$ cat src/rtl/nasti_stream_pkg.sv
`default_nettype none
// +--------------------------------------------------------------------------+
// | nasti_stream_pkg : shared width-conversion helpers for stream resizers   |
// | Revision 1.0                                                             |
// +--------------------------------------------------------------------------+
package nasti_stream_pkg;

    localparam int unsigned MAX_RATIO = 64;

    typedef logic [MAX_RATIO-1:0] mask_t;

    typedef enum logic [0:0] {
        ST_IDLE  = 1'b0,
        ST_DRAIN = 1'b1
    } drain_state_t;

    function automatic int unsigned calc_ratio(input int unsigned in_w, input int unsigned out_w);
        return in_w / out_w;
    endfunction

    function automatic int unsigned calc_sw(input int unsigned out_w);
        return out_w / 8;
    endfunction

    // Index vectors stay at least one bit wide so RATIO=1 still elaborates.
    function automatic int unsigned calc_idx_w(input int unsigned ratio);
        return (ratio > 1) ? $clog2(ratio) : 1;
    endfunction

    function automatic int lowest_set(input mask_t m);
        int r;
        r = 0;
        for (int i = MAX_RATIO - 1; i >= 0; i--) begin
            if (m[i]) r = i;
        end
        return r;
    endfunction

    function automatic int highest_set(input mask_t m);
        int r;
        r = 0;
        for (int i = 0; i < MAX_RATIO; i++) begin
            if (m[i]) r = i;
        end
        return r;
    endfunction

endpackage
`default_nettype wire

$ cat src/rtl/nasti_stream_slice_sel.sv
`default_nettype none
// +--------------------------------------------------------------------------+
// | nasti_stream_slice_sel : picks the lowest pending slice of a mask        |
// | Revision 1.0                                                             |
// +--------------------------------------------------------------------------+
module nasti_stream_slice_sel
    import nasti_stream_pkg::*;
#(
    parameter int unsigned RATIO = 4,
    parameter int unsigned IDX_W = calc_idx_w(RATIO)
) (
    input  logic [RATIO-1:0] mask,
    output logic [IDX_W-1:0] idx,
    output logic [RATIO-1:0] onehot,
    output logic             is_final
);

    mask_t w_ext;
    int    w_lo;
    int    w_hi;

    always_comb begin
        w_ext            = '0;
        w_ext[RATIO-1:0] = mask;
        w_lo             = lowest_set(w_ext);
        w_hi             = highest_set(w_ext);
        idx              = IDX_W'(w_lo);
        for (int i = 0; i < RATIO; i++) begin
            onehot[i] = (mask != '0) && (w_lo == i);
        end
        // Final means the emitted slice is also the last one still pending.
        is_final = (mask != '0) && (w_lo == w_hi);
    end

endmodule
`default_nettype wire

$ cat src/rtl/nasti_stream_downsizer.sv
`default_nettype none
// +--------------------------------------------------------------------------+
// | nasti_stream_downsizer : splits wide stream beats into narrow slices     |
// | Revision 1.0                                                             |
// +--------------------------------------------------------------------------+
module nasti_stream_downsizer
    import nasti_stream_pkg::*;
#(
    parameter int unsigned ID_WIDTH   = 1,
    parameter int unsigned DEST_WIDTH = 1,
    parameter int unsigned USER_WIDTH = 1,
    parameter int unsigned IN_WIDTH   = 64,
    parameter int unsigned OUT_WIDTH  = 16
) (
    input  logic                    aclk,
    input  logic                    aresetn,
    input  logic                    src_t_valid,
    output logic                    src_t_ready,
    input  logic [IN_WIDTH-1:0]     src_t_data,
    input  logic [IN_WIDTH/8-1:0]   src_t_strb,
    input  logic [IN_WIDTH/8-1:0]   src_t_keep,
    input  logic                    src_t_last,
    input  logic [ID_WIDTH-1:0]     src_t_id,
    input  logic [DEST_WIDTH-1:0]   src_t_dest,
    input  logic [USER_WIDTH-1:0]   src_t_user,
    output logic                    dest_t_valid,
    input  logic                    dest_t_ready,
    output logic [OUT_WIDTH-1:0]    dest_t_data,
    output logic [OUT_WIDTH/8-1:0]  dest_t_strb,
    output logic [OUT_WIDTH/8-1:0]  dest_t_keep,
    output logic                    dest_t_last,
    output logic [ID_WIDTH-1:0]     dest_t_id,
    output logic [DEST_WIDTH-1:0]   dest_t_dest,
    output logic [USER_WIDTH-1:0]   dest_t_user
);

    localparam int unsigned RATIO = calc_ratio(IN_WIDTH, OUT_WIDTH);
    localparam int unsigned SW    = calc_sw(OUT_WIDTH);
    localparam int unsigned IDX_W = calc_idx_w(RATIO);
    localparam int unsigned IN_SW = IN_WIDTH / 8;

    drain_state_t r_state;
    drain_state_t w_state_nxt;
    logic [RATIO-1:0] r_mask;
    logic [RATIO-1:0] w_mask_nxt;

    logic [IN_WIDTH-1:0]   r_data;
    logic [IN_SW-1:0]      r_strb;
    logic [IN_SW-1:0]      r_keep;
    logic                  r_last;
    logic [ID_WIDTH-1:0]   r_id;
    logic [DEST_WIDTH-1:0] r_dest;
    logic [USER_WIDTH-1:0] r_user;

    logic                  r_out_valid;
    logic [OUT_WIDTH-1:0]  r_out_data;
    logic [SW-1:0]         r_out_strb;
    logic [SW-1:0]         r_out_keep;
    logic                  r_out_last;
    logic [ID_WIDTH-1:0]   r_out_id;
    logic [DEST_WIDTH-1:0] r_out_dest;
    logic [USER_WIDTH-1:0] r_out_user;

    logic             w_dest_fire;
    logic             w_src_ready;
    logic             w_src_fire;
    logic [RATIO-1:0] w_new_mask;
    logic             w_new_nonempty;
    logic [IDX_W-1:0] w_cur_idx;
    logic [RATIO-1:0] w_cur_onehot;
    logic             w_cur_final;
    logic [RATIO-1:0] w_rem_mask;
    logic             w_from_hold;
    logic             w_from_src;
    logic             w_load;
    logic [RATIO-1:0] w_load_mask;
    logic [IDX_W-1:0] w_ld_idx;
    logic [RATIO-1:0] w_ld_onehot;
    logic             w_ld_final;
    logic             w_ld_last;
    logic [IN_WIDTH-1:0] w_ld_data;
    logic [IN_SW-1:0]    w_ld_strb;
    logic [IN_SW-1:0]    w_ld_keep;
    logic                w_unused_sel;

    // Each mask bit marks a slice that carries at least one kept byte.
    always_comb begin
        w_new_mask = '0;
        for (int unsigned i = 0; i < RATIO; i++) begin
            w_new_mask[i] = |src_t_keep[i*SW +: SW];
        end
        if ((w_new_mask == '0) && src_t_last) begin
            w_new_mask[0] = 1'b1;
        end
    end

    assign w_new_nonempty = (w_new_mask != '0);

    nasti_stream_slice_sel #(
        .RATIO (RATIO),
        .IDX_W (IDX_W)
    ) u_cur_sel (
        .mask     (r_mask),
        .idx      (w_cur_idx),
        .onehot   (w_cur_onehot),
        .is_final (w_cur_final)
    );

    assign w_dest_fire = r_out_valid && dest_t_ready;
    assign w_src_ready = (r_state == ST_IDLE) || (w_dest_fire && w_cur_final);
    assign w_src_fire  = src_t_valid && w_src_ready;
    assign w_rem_mask  = r_mask & ~w_cur_onehot;

    // The next output slice comes from the held beat while it still has
    // pending slices, otherwise from a freshly accepted beat.
    assign w_from_hold = w_dest_fire && !w_cur_final;
    assign w_from_src  = w_src_fire && w_new_nonempty;
    assign w_load      = w_from_hold || w_from_src;
    assign w_load_mask = w_from_hold ? w_rem_mask : w_new_mask;

    nasti_stream_slice_sel #(
        .RATIO (RATIO),
        .IDX_W (IDX_W)
    ) u_load_sel (
        .mask     (w_load_mask),
        .idx      (w_ld_idx),
        .onehot   (w_ld_onehot),
        .is_final (w_ld_final)
    );

    assign w_unused_sel = ^{w_cur_idx, w_ld_onehot};

    assign w_ld_data = w_from_hold ? r_data : src_t_data;
    assign w_ld_strb = w_from_hold ? r_strb : src_t_strb;
    assign w_ld_keep = w_from_hold ? r_keep : src_t_keep;
    assign w_ld_last = (w_from_hold ? r_last : src_t_last) && w_ld_final;

    always_comb begin
        w_state_nxt = r_state;
        w_mask_nxt  = r_mask;
        case (r_state)
            ST_IDLE: begin
                if (w_src_fire && w_new_nonempty) begin
                    w_state_nxt = ST_DRAIN;
                    w_mask_nxt  = w_new_mask;
                end
            end
            ST_DRAIN: begin
                if (w_dest_fire) begin
                    if (!w_cur_final) begin
                        w_mask_nxt = w_rem_mask;
                    end else if (w_src_fire && w_new_nonempty) begin
                        w_mask_nxt = w_new_mask;
                    end else begin
                        w_state_nxt = ST_IDLE;
                        w_mask_nxt  = '0;
                    end
                end
            end
            default: begin
                w_state_nxt = ST_IDLE;
                w_mask_nxt  = '0;
            end
        endcase
    end

    always_ff @(posedge aclk or negedge aresetn) begin
        if (!aresetn) begin
            r_state <= ST_IDLE;
            r_mask  <= '0;
        end else begin
            r_state <= w_state_nxt;
            r_mask  <= w_mask_nxt;
        end
    end

    always_ff @(posedge aclk or negedge aresetn) begin
        if (!aresetn) begin
            r_data <= '0;
            r_strb <= '0;
            r_keep <= '0;
            r_last <= 1'b0;
            r_id   <= '0;
            r_dest <= '0;
            r_user <= '0;
        end else if (w_src_fire) begin
            r_data <= src_t_data;
            r_strb <= src_t_strb;
            r_keep <= src_t_keep;
            r_last <= src_t_last;
            r_id   <= src_t_id;
            r_dest <= src_t_dest;
            r_user <= src_t_user;
        end
    end

    always_ff @(posedge aclk or negedge aresetn) begin
        if (!aresetn) begin
            r_out_valid <= 1'b0;
            r_out_data  <= '0;
            r_out_strb  <= '0;
            r_out_keep  <= '0;
            r_out_last  <= 1'b0;
            r_out_id    <= '0;
            r_out_dest  <= '0;
            r_out_user  <= '0;
        end else if (w_load) begin
            r_out_valid <= 1'b1;
            r_out_data  <= w_ld_data[w_ld_idx*OUT_WIDTH +: OUT_WIDTH];
            r_out_strb  <= w_ld_strb[w_ld_idx*SW +: SW];
            r_out_keep  <= w_ld_keep[w_ld_idx*SW +: SW];
            r_out_last  <= w_ld_last;
            r_out_id    <= w_from_hold ? r_id   : src_t_id;
            r_out_dest  <= w_from_hold ? r_dest : src_t_dest;
            r_out_user  <= w_from_hold ? r_user : src_t_user;
        end else if (w_dest_fire) begin
            r_out_valid <= 1'b0;
        end
    end

    assign src_t_ready  = w_src_ready;
    assign dest_t_valid = r_out_valid;
    assign dest_t_data  = r_out_data;
    assign dest_t_strb  = r_out_strb;
    assign dest_t_keep  = r_out_keep;
    assign dest_t_last  = r_out_last;
    assign dest_t_id    = r_out_id;
    assign dest_t_dest  = r_out_dest;
    assign dest_t_user  = r_out_user;

endmodule
`default_nettype wire

$ cat config.mk
export PLATFORM = sky130hd
export DESIGN_NAME = nasti_stream_downsizer
export DESIGN_NICKNAME = d
export VERILOG_FILES = /design/src/rtl/nasti_stream_pkg.sv /design/src/rtl/nasti_stream_slice_sel.sv /design/src/rtl/nasti_stream_downsizer.sv
export SDC_FILE = /design/constraint.sdc
export NUM_CORES = 1
export LEC_CHECK = 0
export ABC_AREA = 1
export CAP_MARGIN = 15
export CORE_AREA = 2 2 108 110
export CTS_BUF_LIST = sky130_fd_sc_hd__clkbuf_8
export DETAILED_ROUTE_END_ITERATION = 8
export DIE_AREA = 0 0 110 112
export PLACE_DENSITY = 0.88
export SYNTH_ARGS = -nofsm -noshare
export SYNTH_HDL_FRONTEND = slang
export SYNTH_SLANG_ARGS = --single-unit
$ cat constraint.sdc
create_clock -name aclk -period 5 [get_ports aclk]
set_input_delay 1 -clock aclk [delete_from_list [all_inputs] [get_ports aclk]]
set_output_delay 1 -clock aclk [all_outputs]
set_load 0.03 [all_outputs]
## After elaboration in Yosys (flattened, before gate mapping)

Index checks and enable logic that the tools add are counted.

- Equal/unequal tests: 7
- Shifts and indexed selects: 3
- Muxes and demuxes: 34
- Bitwise gates (word level): 3
- Reductions and logical operators: 27

Operators with widths:

| cell | number |
|---|---|
| two-way mux 64 bit | 1 |
| indexed part select 64 x 7 -> 16 bit | 1 |
| zero test 32 bit | 1 |
| two-way mux 2 bit | 12 |
| two-way mux 4 bit | 5 |
| two-way mux 8 bit | 2 |
| indexed part select 8 x 4 -> 2 bit | 2 |
| logical AND 1 bit | 13 |
| two-way mux 1 bit | 12 |
| nonzero test 4 bit | 3 |
| one-hot mux 4 bit (2 select lines) | 1 |
| OR reduction 2 bit | 4 |
| bitwise AND 4 bit | 1 |
| equality test 2 bit | 2 |
| equality test 2 bit, second input constant | 2 |
| zero test 4 bit | 1 |
| inverter 4 bit | 1 |
| equality test 2 x 1 -> 1 bit, second input constant | 1 |
| logical OR 1 bit | 2 |
| != test 2 x 1 -> 1 bit, second input constant | 1 |
| != test 2 bit, second input constant | 1 |
| one-hot mux 1 bit (2 select lines) | 1 |
| AND reduction 2 bit | 1 |
| nonzero test 2 bit | 1 |
| 2 further kinds | 2 |

- Flip-flop bits (word level): 114
- Input port bits: 88

## Depth between registers and ports, before layout

Gate-level depths: netlist (run 1).

- Depth after elaboration: 16
- Depth in mapped cells: 17

## By module

Synthesis (run 1) repeated with hierarchy kept, for this count alone.

- Cell total of the unflattened synthesis: 819
- Area, all modules: 6228.5 um^2

By module, submodules not included:

| module | instances | cells each | area each (um^2) | sequential area each (um^2) |
|---|---|---|---|---|
| nasti_stream_downsizer | 1 | 779 | 6065.8 | 2852.7 |
| nasti_stream_slice_sel | 2 | 20 | 81.3 | 0.0 |

## Worst setup path before layout (run 1)

Ideal clock, no wire load.

- Path type: input -> output
- Start point: input port dest_t_ready
- End point: output port src_t_ready
- Data arrival time: 1.380 ns
- Required time: 4.000 ns
- Slack: 2.620 ns
- Stages on the path: 2
- Cell sequence: nand2_1 -> o21ai_4

- Word-level cells in the longest chain between the ends: 3

RTL lines:

| item | line | RTL |
|---|---|---|
| from (decl) | nasti_stream_downsizer.sv:27 | `input logic dest_t_ready,` |
| logical AND 1 bit | nasti_stream_downsizer.sv:109 | `assign w_dest_fire = r_out_valid && dest_t_ready;` |
| logical AND 1 bit | nasti_stream_downsizer.sv:110 | `assign w_src_ready = (r_state == ST_IDLE) \|\| (w_dest_fire && w_cur_final);` |
| logical OR 1 bit | nasti_stream_downsizer.sv:110 |  |
| to (decl) | nasti_stream_downsizer.sv:18 | `output logic src_t_ready,` |

No other way between the ends.

## Final worst setup path (run 1)

Same ends and word-level chain as after synthesis.

==> reports/results.ini, run 1 <==
[timing]
tightestPinTransition_ns=1.125
fin_skew_ns=0.01413
period_share_pct=69.73
relSlewSlack_pct=25.03
timing.fmax_mhz=286.8
fin_crit_ns=3.487
setup_viol=0
rsz0062_at_grt=false
timing.setup.tns_ns=0
report.final.slew_viol_count=0
report.final.hold_viol_count=0

[min_path]
hp-class=flip-flop to flip-flop

[clocking]
clk_pin_slew_ns=0.07
clkSinkCount=114
h-tree-depth=4
numCtsBuffers=17
cts_setup_buffers=0
clkLatencyLatePin_ns=0.45
root_buffer=clkbuf_8
cts_tree=yes
ctsHoldBuffers=0
clock_tree.buffer_depth=2
cts_resized=0

[worst_setup_path]
required_ns=4.00
reg2reg_from=r_mask[0]
crit_slowest_cell=clkdlybuf4s50_1
cp-end-kind=primary output
r2r_cells=17
crit_arrival_ns=2.49
startpoint=dest_t_ready
slowest_delay_ns=0.70
worstSetupEndpoint=src_t_ready
rr_endpoint=dest_t_data[9]
worst-setup-path-type=input port to primary output
cp_max_fo=3
ff2ff_setup_slack_ns=1.64
cp_cell_sequence=clkdlybuf4s50_1, nand2_1, o21ai_4, clkdlybuf4s50_1
start_kind=input port
crit_top_cell=clkdlybuf4s50_1

[synth]
synth_top_family_by_area=simple AND/OR/NAND/NOR gates
syn-cell-area_sq_mm=0.006613
synth_compound_area_share_pct=8.836
synthMuxAreaShare_pct=0.1703
synthSimpleGateAreaFrac_pct=36.31
synthCells=951
synth_fa_ha_area_share_pct=0
yosysWarnings=0
ys_ff_latch=114
synth-xor-area-share_pct=0.1325
synth.yosys.seq_area_share_pct=43.14
synth_cell_type_count=26
synth_fp_nets=1039
synth_area_per_cell_sq_um=6.953

[pwr]
p_sw_mw=2.217
intPower_mw=2.760
seqPwrFrac_pct=32.9
ir_drop_mv=0.5226
p_sw_share_pct=44.54
comb_power_share_pct=48.8
power.total_mw=4.978
power_frac_clock_pct=18.3
p_leak_nw=4.250
power_density_mw_per_mm2=618.3

[floorplanning]
ios=114
die_h_um=112
placementRows=39
core_sq_mm=0.01117
die_area_sq_mm=0.01232
die_w_um=110
initial_core_util_pct=59.18

[detailed_routing]
drt_wl_total_um=17470
antenna_left=0
first_pass_iters=9
drt-initial-drc-count=704
post_drt_via_cell_ratio=5.407
drc=0
num_vias=6402
avgRoutedWirePerCell_um=14.76

[global_routing]
grt_pass1_vias=6248
grt_max_degree=119
grt_usage_pct=30.57
antenna_found_initial=0
grt_pass1_wl_um=29340
grt.overflow.total=0

[placement]
place_congestion=0.8588
numPlacedInstances=1153
post-dp-hpwl_um=11450
portBuffers=113
dpl_cell_area_sq_mm=0.007637

[layout]
nNetsFinal=1117
final_cell_mix=nand2_1, nand3_1, dfrtp_1
final_core_util_pct=72.04
fill_cells=879
areaGrowthSynthToFinish_pct=21.74
drive_gt1_share_pct=7.205
final_area_sq_mm=0.008050
final_common_cell=nand2_1
diodes=0
fin_cells=1184

[job]
max_cap_viol_count=0

[status]
status=complete, no violations

[sequential cells by signal, indices dropped and copies added, names as in the netlist]
register,count
r_data,64
dest_t_data,16
r_keep,8
r_strb,8
r_mask,4
dest_t_keep,2
dest_t_strb,2
dest_t_dest,1
dest_t_id,1
dest_t_last,1
dest_t_user,1
dest_t_valid,1
r_dest,1
r_id,1
r_last,1
r_state,1
r_user,1
[Yosys cell counts]
cell type | instances | area (sq um)
xnor2_1 | 1 | 8.760
or2_1 | 2 | 12.51
buf_2 | 24 | 120.1
o21ai_1 | 4 | 20.02
nand2_4 | 3 | 33.78
o21ai_4 | 1 | 16.27
buf_6 | 8 | 90.09
nand3_1 | 129 | 645.6
inv_2 | 5 | 18.77
a31oi_1 | 3 | 18.77
nor2_8 | 1 | 20.02
nor2_1 | 16 | 60.06
a22oi_1 | 2 | 15.01
clkbuf_1 | 22 | 82.58
mux2_2 | 1 | 11.26
dfrtp_1 | 114 | 2853
nand3b_1 | 13 | 97.59
a21oi_1 | 6 | 30.03
nand2_1 | 363 | 1363
o21ai_0 | 95 | 475.5
or2_2 | 17 | 106.4
buf_4 | 8 | 60.06
nand4_1 | 2 | 12.51
inv_1 | 102 | 382.9
nand2_2 | 8 | 50.05
a21oi_2 | 1 | 8.760
[cell type report]
type | count | area (sq um) | share of cell area [%]
Sequential cell | 114 | 2853 | 35.44
Clock inverter | 11 | 137.6 | 1.710
Timing Repair Buffer | 121 | 1189 | 14.77
Clock buffer | 20 | 275.3 | 3.419
Tap cell | 143 | 178.9 | 2.223
Inverter | 107 | 401.6 | 4.989
Multi-Input combinational cell | 668 | 3015 | 37.46
[how the worst min path moves through the flow]
stage / start / to / cells after the start
floorplan: r_data[0] / r_data[0] / 2
global placement: r_data[37] / r_data[37] / 2
detailed placement: r_data[12] / r_data[12] / 2
CTS: r_data[12] / r_data[12] / 2
global route: r_data[48] / r_data[48] / 2
finish: r_data[37] / r_data[37] / 2
[stage by stage]
stage                     setup slack, ns  hold slack, ns
after floorplan                     2.620          0.4479
after global placement              1.287          0.4602
after detailed placement            1.207          0.4664
after CTS                           1.510          0.4846
after global routing                1.330          0.5012
final                               1.513          0.4830
[power groups by stage]
stage               sequential, mW  combinational [mW]  clock, mW
global placement              1.62                2.34          0
detailed placement            1.64                2.41          0
global route                  1.68                2.75      0.958
floorplan                     1.77                1.64          0
finish                        1.64                2.43      0.910
CTS                           1.63                2.42      0.915
[worst max-delay path, delay by kind of cell]
kind	cells	cell delay, ns
compound gates	1	0.21
buf+inv	2	1.17
simple gates	1	0.10
[routing by layer]
layer,track usage [%],routed length [um],vias to the layer above
li1,-,-,3133
met4,12.91,568,0
met3,6.265,1331,51
met2,48.14,8512,296
met1,40.88,7057,2922
met5,0,0,-
[logic make-up (layout without fill, tap and decap cells)]
family	Yosys count	count (layout)
XOR/XNOR	1	1
flip-flops	114	114
multiplexers	1	1
buffers and inverters	169	259
AND/OR/NAND/NOR	554	554
AO/OA/AOI/OAI	112	112
(Power assumes the default switching activity.)
==> inputs of run 2 (changes only) <==
--- a/config.mk
+++ b/config.mk
@@ -7,11 +7,11 @@
 export LEC_CHECK = 0
 export ABC_AREA = 1
 export CAP_MARGIN = 15
-export CORE_AREA = 2 2 108 110
+export CORE_AREA = 2 2 113 115
 export CTS_BUF_LIST = sky130_fd_sc_hd__clkbuf_8
 export DETAILED_ROUTE_END_ITERATION = 8
-export DIE_AREA = 0 0 110 112
-export PLACE_DENSITY = 0.88
+export DIE_AREA = 0 0 115 117
+export PLACE_DENSITY = 0.81
 export SYNTH_ARGS = -nofsm -noshare
 export SYNTH_HDL_FRONTEND = slang
 export SYNTH_SLANG_ARGS = --single-unit
==> constraint.sdc (replaced) <==
create_clock -name aclk -period 3.4 [get_ports aclk]
set_input_delay 0.68 -clock aclk [delete_from_list [all_inputs] [get_ports aclk]]
set_output_delay 0.68 -clock aclk [all_outputs]
set_load 0.03 [all_outputs]
==> run 2 against run 1 <==
  * Clock power grew 63%
  * Sequential share of layout area fell by 0.54 points
  * Sequential cell count is the same
  * Clock skew increased by 0.00064 ns
  * Cell count increased by 1.2%
  * Via count fell by 0.22%
  * Worst hold slack worse by 0.29 ns
  * Clock-buffer cell count increased by 3
  * Core utilization down 5.6 points
  * Die area up 9.2%
  * Design area rose by 1.6%
  * Largest cell class unchanged
  * Largest power group unchanged
==> reports/results.ini, run 2 (synthesized netlist as in run 1, its figures left out) <==
[status]
status=complete, no violations

[detailed_routing]
first_pass_iters=5  ; -4
drc=0  ; unchanged
post_drt_via_cell_ratio=5.332  ; -1.4%
drt-initial-drc-count=556  ; -21%
drt_wl_total_um=17570  ; +0.55%
avgRoutedWirePerCell_um=14.66  ; -0.63%
num_vias=6388  ; -0.22%
antenna_left=0  ; unchanged

[pwr]
power_frac_clock_pct=19.7  ; +1.4 points
p_sw_share_pct=43.56  ; -0.98 points
seqPwrFrac_pct=32.0  ; -0.9 points
intPower_mw=4.239  ; +54%
comb_power_share_pct=48.3  ; -0.5 points
power_density_mw_per_mm2=918.7  ; +49%
power.total_mw=7.510  ; +51%
ir_drop_mv=0.6131  ; +17%
p_sw_mw=3.271  ; +48%
p_leak_nw=4.310  ; +1.4%

[timing]
worst_slack_ns=0.2287  ; -1.285 ns
relSlewSlack_pct=26.19  ; +1.2 points
holdWs_ns=0.1964  ; -0.2866 ns
setup_viol=0  ; unchanged
timing.fmax_mhz=315.3
fin_crit_ns=3.171
report.final.hold_viol_count=0  ; unchanged
tightestPinTransition_ns=1.107  ; -0.01736 ns
fin_skew_ns=0.01477  ; +0.0006364 ns
report.final.slew_viol_count=0  ; unchanged
timing.setup.tns_ns=0  ; unchanged
rsz0062_at_grt=false
period_share_pct=93.27

[global_routing]
use_met3_pct=6.746  ; +0.48 points
grt_pass1_vias=5911  ; -5.4%
grt.overflow.total=0  ; unchanged
met2_usage_pct=43.88  ; -4.3 points
antenna_found_initial=0  ; unchanged
grt_pass1_wl_um=28430  ; -3.1%
globalRouteMet1Util_pct=35.00  ; -5.9 points
grt_max_degree=119  ; unchanged
grt.busiest_layer=met2
grt_usage_pct=27.56  ; -3.0 points

[placement]
portBuffers=113  ; unchanged
dp_slack_ns=0.3848  ; -0.8226 ns
place_congestion=0.8249  ; -3.9%
numPlacedInstances=1167  ; +1.2%
dpl_cell_area_sq_mm=0.007711  ; +0.97%
post-dp-hpwl_um=11680  ; +2.0%

[worst_setup_path]
crit_arrival_ns=2.49  ; about the same
worst-setup-path-type=flip-flop to primary output
required_ns=2.72  ; -1.28 ns
r2r_cells=14  ; -3
start_kind=flip-flop
cp_max_fo=43  ; +40
cp-end-kind=primary output

[layout]
nNetsFinal=1124  ; +0.63%
diodes=0  ; unchanged
drive_gt1_share_pct=8.015  ; +0.81 points
final_cell_mix=nand2_1, nand3_1, dfrtp_1
fill_cells=1091  ; +24%
final_core_util_pct=66.40  ; -5.6 points
areaGrowthSynthToFinish_pct=23.63
final_area_sq_mm=0.008175  ; +1.6%
largest_reg_flops=64  ; unchanged
fin_cells=1198  ; +1.2%
regMostFlops=r_data
final_common_cell=nand2_1

[clocking]
cts_tree=yes
root_buffer=clkbuf_8
cts_resized=0  ; unchanged
clk_pin_slew_ns=0.07  ; about the same
h-tree-depth=4  ; unchanged
ctsHoldBuffers=0  ; unchanged
clkSinkCount=114  ; unchanged
cts_setup_buffers=0  ; unchanged
numCtsBuffers=17  ; unchanged
clock_tree.buffer_depth=2  ; unchanged
clkLatencyLatePin_ns=0.47  ; +0.02 ns

[floorplanning]
core_sq_mm=0.01231  ; +10%
die_h_um=117  ; +4.5%
initial_core_util_pct=53.71  ; -5.5 points
placementRows=41  ; +5.1%
ios=114  ; unchanged
die_area_sq_mm=0.01346  ; +9.2%
die_w_um=115  ; +4.5%

[job]
max_cap_viol_count=0  ; unchanged

[min_path]
hp-class=input port to asynchronous set/reset pin

[run 2: layout make-up]
type	instances	area [sq um]	share of cell area, %
clock inverters	8	147.6	1.806
repair buffers	128	1254	15.34
inverters	107	401.6	4.913
multi-input cells	668	3015	36.88
well taps	150	187.7	2.296
flip-flops and latches	114	2853	34.89
clock buffers	23	316.6	3.872
[run 2: final timing paths]
check	from	endpoint	slack, ns
setup reg to reg	r_mask[1]	dest_t_data[8]	0.75
max in group asynchronous	aresetn	r_mask[3]	2.39
hold / removal	aresetn	r_data[54]	0.20
hold reg to reg	r_data[33]	r_data[33]	0.48
setup / recovery	r_mask[1]	src_t_ready	0.23
min in group aclk	r_data[33]	r_data[33]	0.48
[run 2: routing by layer]
| layer | up-vias | part of all wire (%) |
|---|---|---|
| li1 | 3140 | - |
| met1 | 2957 | 43 |
| met2 | 249 | 46 |
| met3 | 42 | 7.0 |
| met4 | 0 | 3.9 |
| met5 | - | 0 |
[run 2: power by group through the flow]
stage	Sequential (mW)	Clock (mW)	Combinational, mW
floorplan	2.60	0	2.41
global placement	2.38	0	3.54
detailed placement	2.40	0	3.60
CTS	2.39	1.50	3.62
global route	2.47	1.55	4.06
finish	2.40	1.48	3.63
[run 2: critical path: stages, from the launching register on]
cell and delay [ns]:
dfrtp_1 0.42, inv_2 0.05, nand2_2 0.08, nand2_1 0.07, nand2_2 0.07, nand2_4 0.28
o21ai_4 0.33, clkdlybuf4s50_1 0.71
==> inputs of run 3 (changes only) <==
--- a/config.mk
+++ b/config.mk
@@ -7,11 +7,11 @@
 export LEC_CHECK = 0
 export ABC_AREA = 1
 export CAP_MARGIN = 15
-export CORE_AREA = 2 2 113 115
+export CORE_AREA = 2 2 119 121
 export CTS_BUF_LIST = sky130_fd_sc_hd__clkbuf_8
 export DETAILED_ROUTE_END_ITERATION = 8
-export DIE_AREA = 0 0 115 117
-export PLACE_DENSITY = 0.81
+export DIE_AREA = 0 0 121 123
+export PLACE_DENSITY = 0.77
 export SYNTH_ARGS = -nofsm -noshare
 export SYNTH_HDL_FRONTEND = slang
 export SYNTH_SLANG_ARGS = --single-unit
==> constraint.sdc (replaced) <==
create_clock -name aclk -period 2.8 [get_ports aclk]
set_input_delay 0.56 -clock aclk [delete_from_list [all_inputs] [get_ports aclk]]
set_output_delay 0.56 -clock aclk [all_outputs]
set_load 0.03 [all_outputs]
==> run 3 against run 2 <==
  * Via count is 0.42% higher
  * Clock-buffer cell count fell by 3
  * Sequential power increased by 21%
  * Highest routed layer unchanged
  * Worst hold slack improved by 0.27 ns
  * Worst setup slack better by 0.19 ns
  * First-iteration DRC count rose by 8.3%
  * Sequential cell count unchanged
==> reports/results.ini, run 3 (synthesized netlist as in run 1, its figures left out) <==
[status]
status=complete, no violations

[timing]
rsz0062_at_grt=false
tightestPinTransition_ns=0.4748  ; -0.6324 ns
holdWs_ns=0.4634  ; +0.2670 ns
report.final.slew_viol_count=0  ; unchanged
relSlewSlack_pct=68.34  ; +42 points
report.final.hold_viol_count=0  ; unchanged
timing.setup.tns_ns=0  ; unchanged
setup_viol=0  ; unchanged
period_share_pct=85.04
fin_skew_ns=0.01233  ; -0.002437 ns
timing.fmax_mhz=419.9
fin_crit_ns=2.381

[clocking]
clkLatencyLatePin_ns=0.45  ; -0.02 ns
numCtsBuffers=17  ; unchanged
root_buffer=clkbuf_8
clkSinkCount=114  ; unchanged
h-tree-depth=4  ; unchanged
clk_pin_slew_ns=0.07  ; about the same
clock_tree.buffer_depth=2  ; unchanged
cts_setup_buffers=0  ; unchanged
cts_resized=0  ; unchanged
cts_tree=yes

[detailed_routing]
post_drt_via_cell_ratio=5.153  ; -3.4%
antenna_left=0  ; unchanged
drt-initial-drc-count=602  ; +8.3%
avgRoutedWirePerCell_um=14.28  ; -2.6%
drc=0  ; unchanged
num_vias=6415  ; +0.42%
drt_wl_total_um=17780  ; +1.2%
first_pass_iters=5  ; unchanged

[global_routing]
grt_pass1_vias=6003  ; +1.6%
grt_usage_pct=25.37  ; -2.2 points
grt_pass1_wl_um=29480  ; +3.7%
antenna_found_initial=0  ; unchanged
grt_max_degree=119  ; unchanged
grt.overflow.total=0  ; unchanged

[placement]
post-dp-hpwl_um=12210  ; +4.5%
place_congestion=0.8302  ; +0.64%
dpl_cell_area_sq_mm=0.007934  ; +2.9%
portBuffers=113  ; unchanged

[layout]
regMostFlops=r_data
final_common_cell=nand2_1
largest_reg_flops=64  ; unchanged
final_area_sq_mm=0.008320  ; +1.8%
final_core_util_pct=61.13  ; -5.3 points
final_cell_mix=nand2_1, nand3_1, dfrtp_1
diodes=0  ; unchanged
nNetsFinal=1140  ; +1.4%
drive_gt1_share_pct=8.826  ; +0.81 points
areaGrowthSynthToFinish_pct=25.83

[worst_setup_path]
crit_arrival_ns=2.73  ; +0.24 ns
worst-setup-path-type=flip-flop to flip-flop
start_kind=flip-flop
reg2reg_from=r_mask[0]
cp_max_fo=26  ; -40%
required_ns=3.15  ; +0.43 ns
startpoint=r_mask[0]
cp-end-kind=flip-flop

[floorplanning]
ios=114  ; unchanged
die_area_sq_mm=0.01488  ; +11%
core_sq_mm=0.01361  ; +11%
die_h_um=123  ; +5.1%
placementRows=43  ; +4.9%
initial_core_util_pct=48.58  ; -5.1 points
die_w_um=121  ; +5.2%

[pwr]
p_sw_share_pct=44.06  ; +0.51 points
ir_drop_mv=0.4229  ; -31%
power.total_mw=9.001  ; +20%
seqPwrFrac_pct=32.3  ; +0.3 points
comb_power_share_pct=51.2  ; +2.9 points
power_frac_clock_pct=16.5  ; -3.2 points
p_sw_mw=3.966  ; +21%
p_leak_nw=4.410  ; +2.3%
power_density_mw_per_mm2=1082  ; +18%
intPower_mw=5.035  ; +19%

[job]
max_cap_viol_count=0  ; unchanged

[min_path]
hp-class=input port to asynchronous set/reset pin

## run 3: cell count changes in the layout (fill, tap and decap cells not counted), sizes merged
cell           delta
clkbuf            -3
clkdlybuf4s50     -1
clkinvlp          -3
buf              +16
clkinv            +2
bufinv            -2
dlygate4sd3       +1
inv               +7
## run 3: power by group through the flow
stage	clock network, mW	logic (mW)	registers, mW
after floorplan	0	2.93	3.15
after detailed placement	0	4.59	2.92
after CTS	1.50	4.61	2.90
final	1.48	4.61	2.91
after global routing	1.59	5.17	3.00
after global placement	0	4.51	2.89
## run 3: cell type report
type / instances / area, sq um
Fill cell: 1247 / 5291
Clock inverter: 12 / 101.3
Tap cell: 180 / 225.2
Clock buffer: 20 / 275.3
Multi-Input combinational cell: 668 / 3015
Inverter: 107 / 401.6
Sequential cell: 114 / 2853
Timing Repair Buffer: 144 / 1449
## run 3: timing repair
| action | 4_1_cts | 5_1_grt |
|---|---|---|
| hold endpoints to repair | 5 | 0 |
| hold buffers | 1 | 0 |
| endpoints found under the setup margin | 0 | 0 |
## run 3: layer usage
layer	global-route usage [%]	vias up	wire length, um
li1	-	3181	-
met1	33.93	2962	7905
met2	39.75	232	8177
met3	5.212	40	1112
met4	11.77	0	585
met5	0	-	0
## run 3: critical path: stages (launching register included)
cell and delay (ns):
dfrtp_1 0.43, inv_2 0.08, nand2_1 0.06, nand2_1 0.07, nand2_2 0.06, nand2_4 0.26, nand2_4 0.16, nand2_1 0.12
inv_1 0.11, nor2_8 0.15, buf_4 0.30, nand3_1 0.11, nand3_1 0.15, nand3_1 0.10, nand2_1 0.06, inv_1 0.03
## run 3: path summary, 6_finish.rpt
| path | to | slack (ns) | cells past startpoint |
|---|---|---|---|
| setup reg to reg | dest_t_strb[1] | 0.42 | 15 |
| min in group aclk | r_data[11] | 0.48 | 2 |
| hold reg to reg | r_data[11] | 0.48 | 2 |
| max in group asynchronous | r_data[58] | 1.71 | 3 |
| setup / recovery | dest_t_strb[1] | 0.42 | 15 |
| hold / removal | r_data[7] | 0.46 | 2 |
## run 3: per-stage QoR
step | setup WS (ns) | std cells
finish | 0.4188 | 1245
global route | 0.1711 | 1245
CTS | 0.4371 | 1245
detailed placement | 0.1118 | 1212
global placement | 0.1832 | 1212
floorplan | 0.9279 | 951
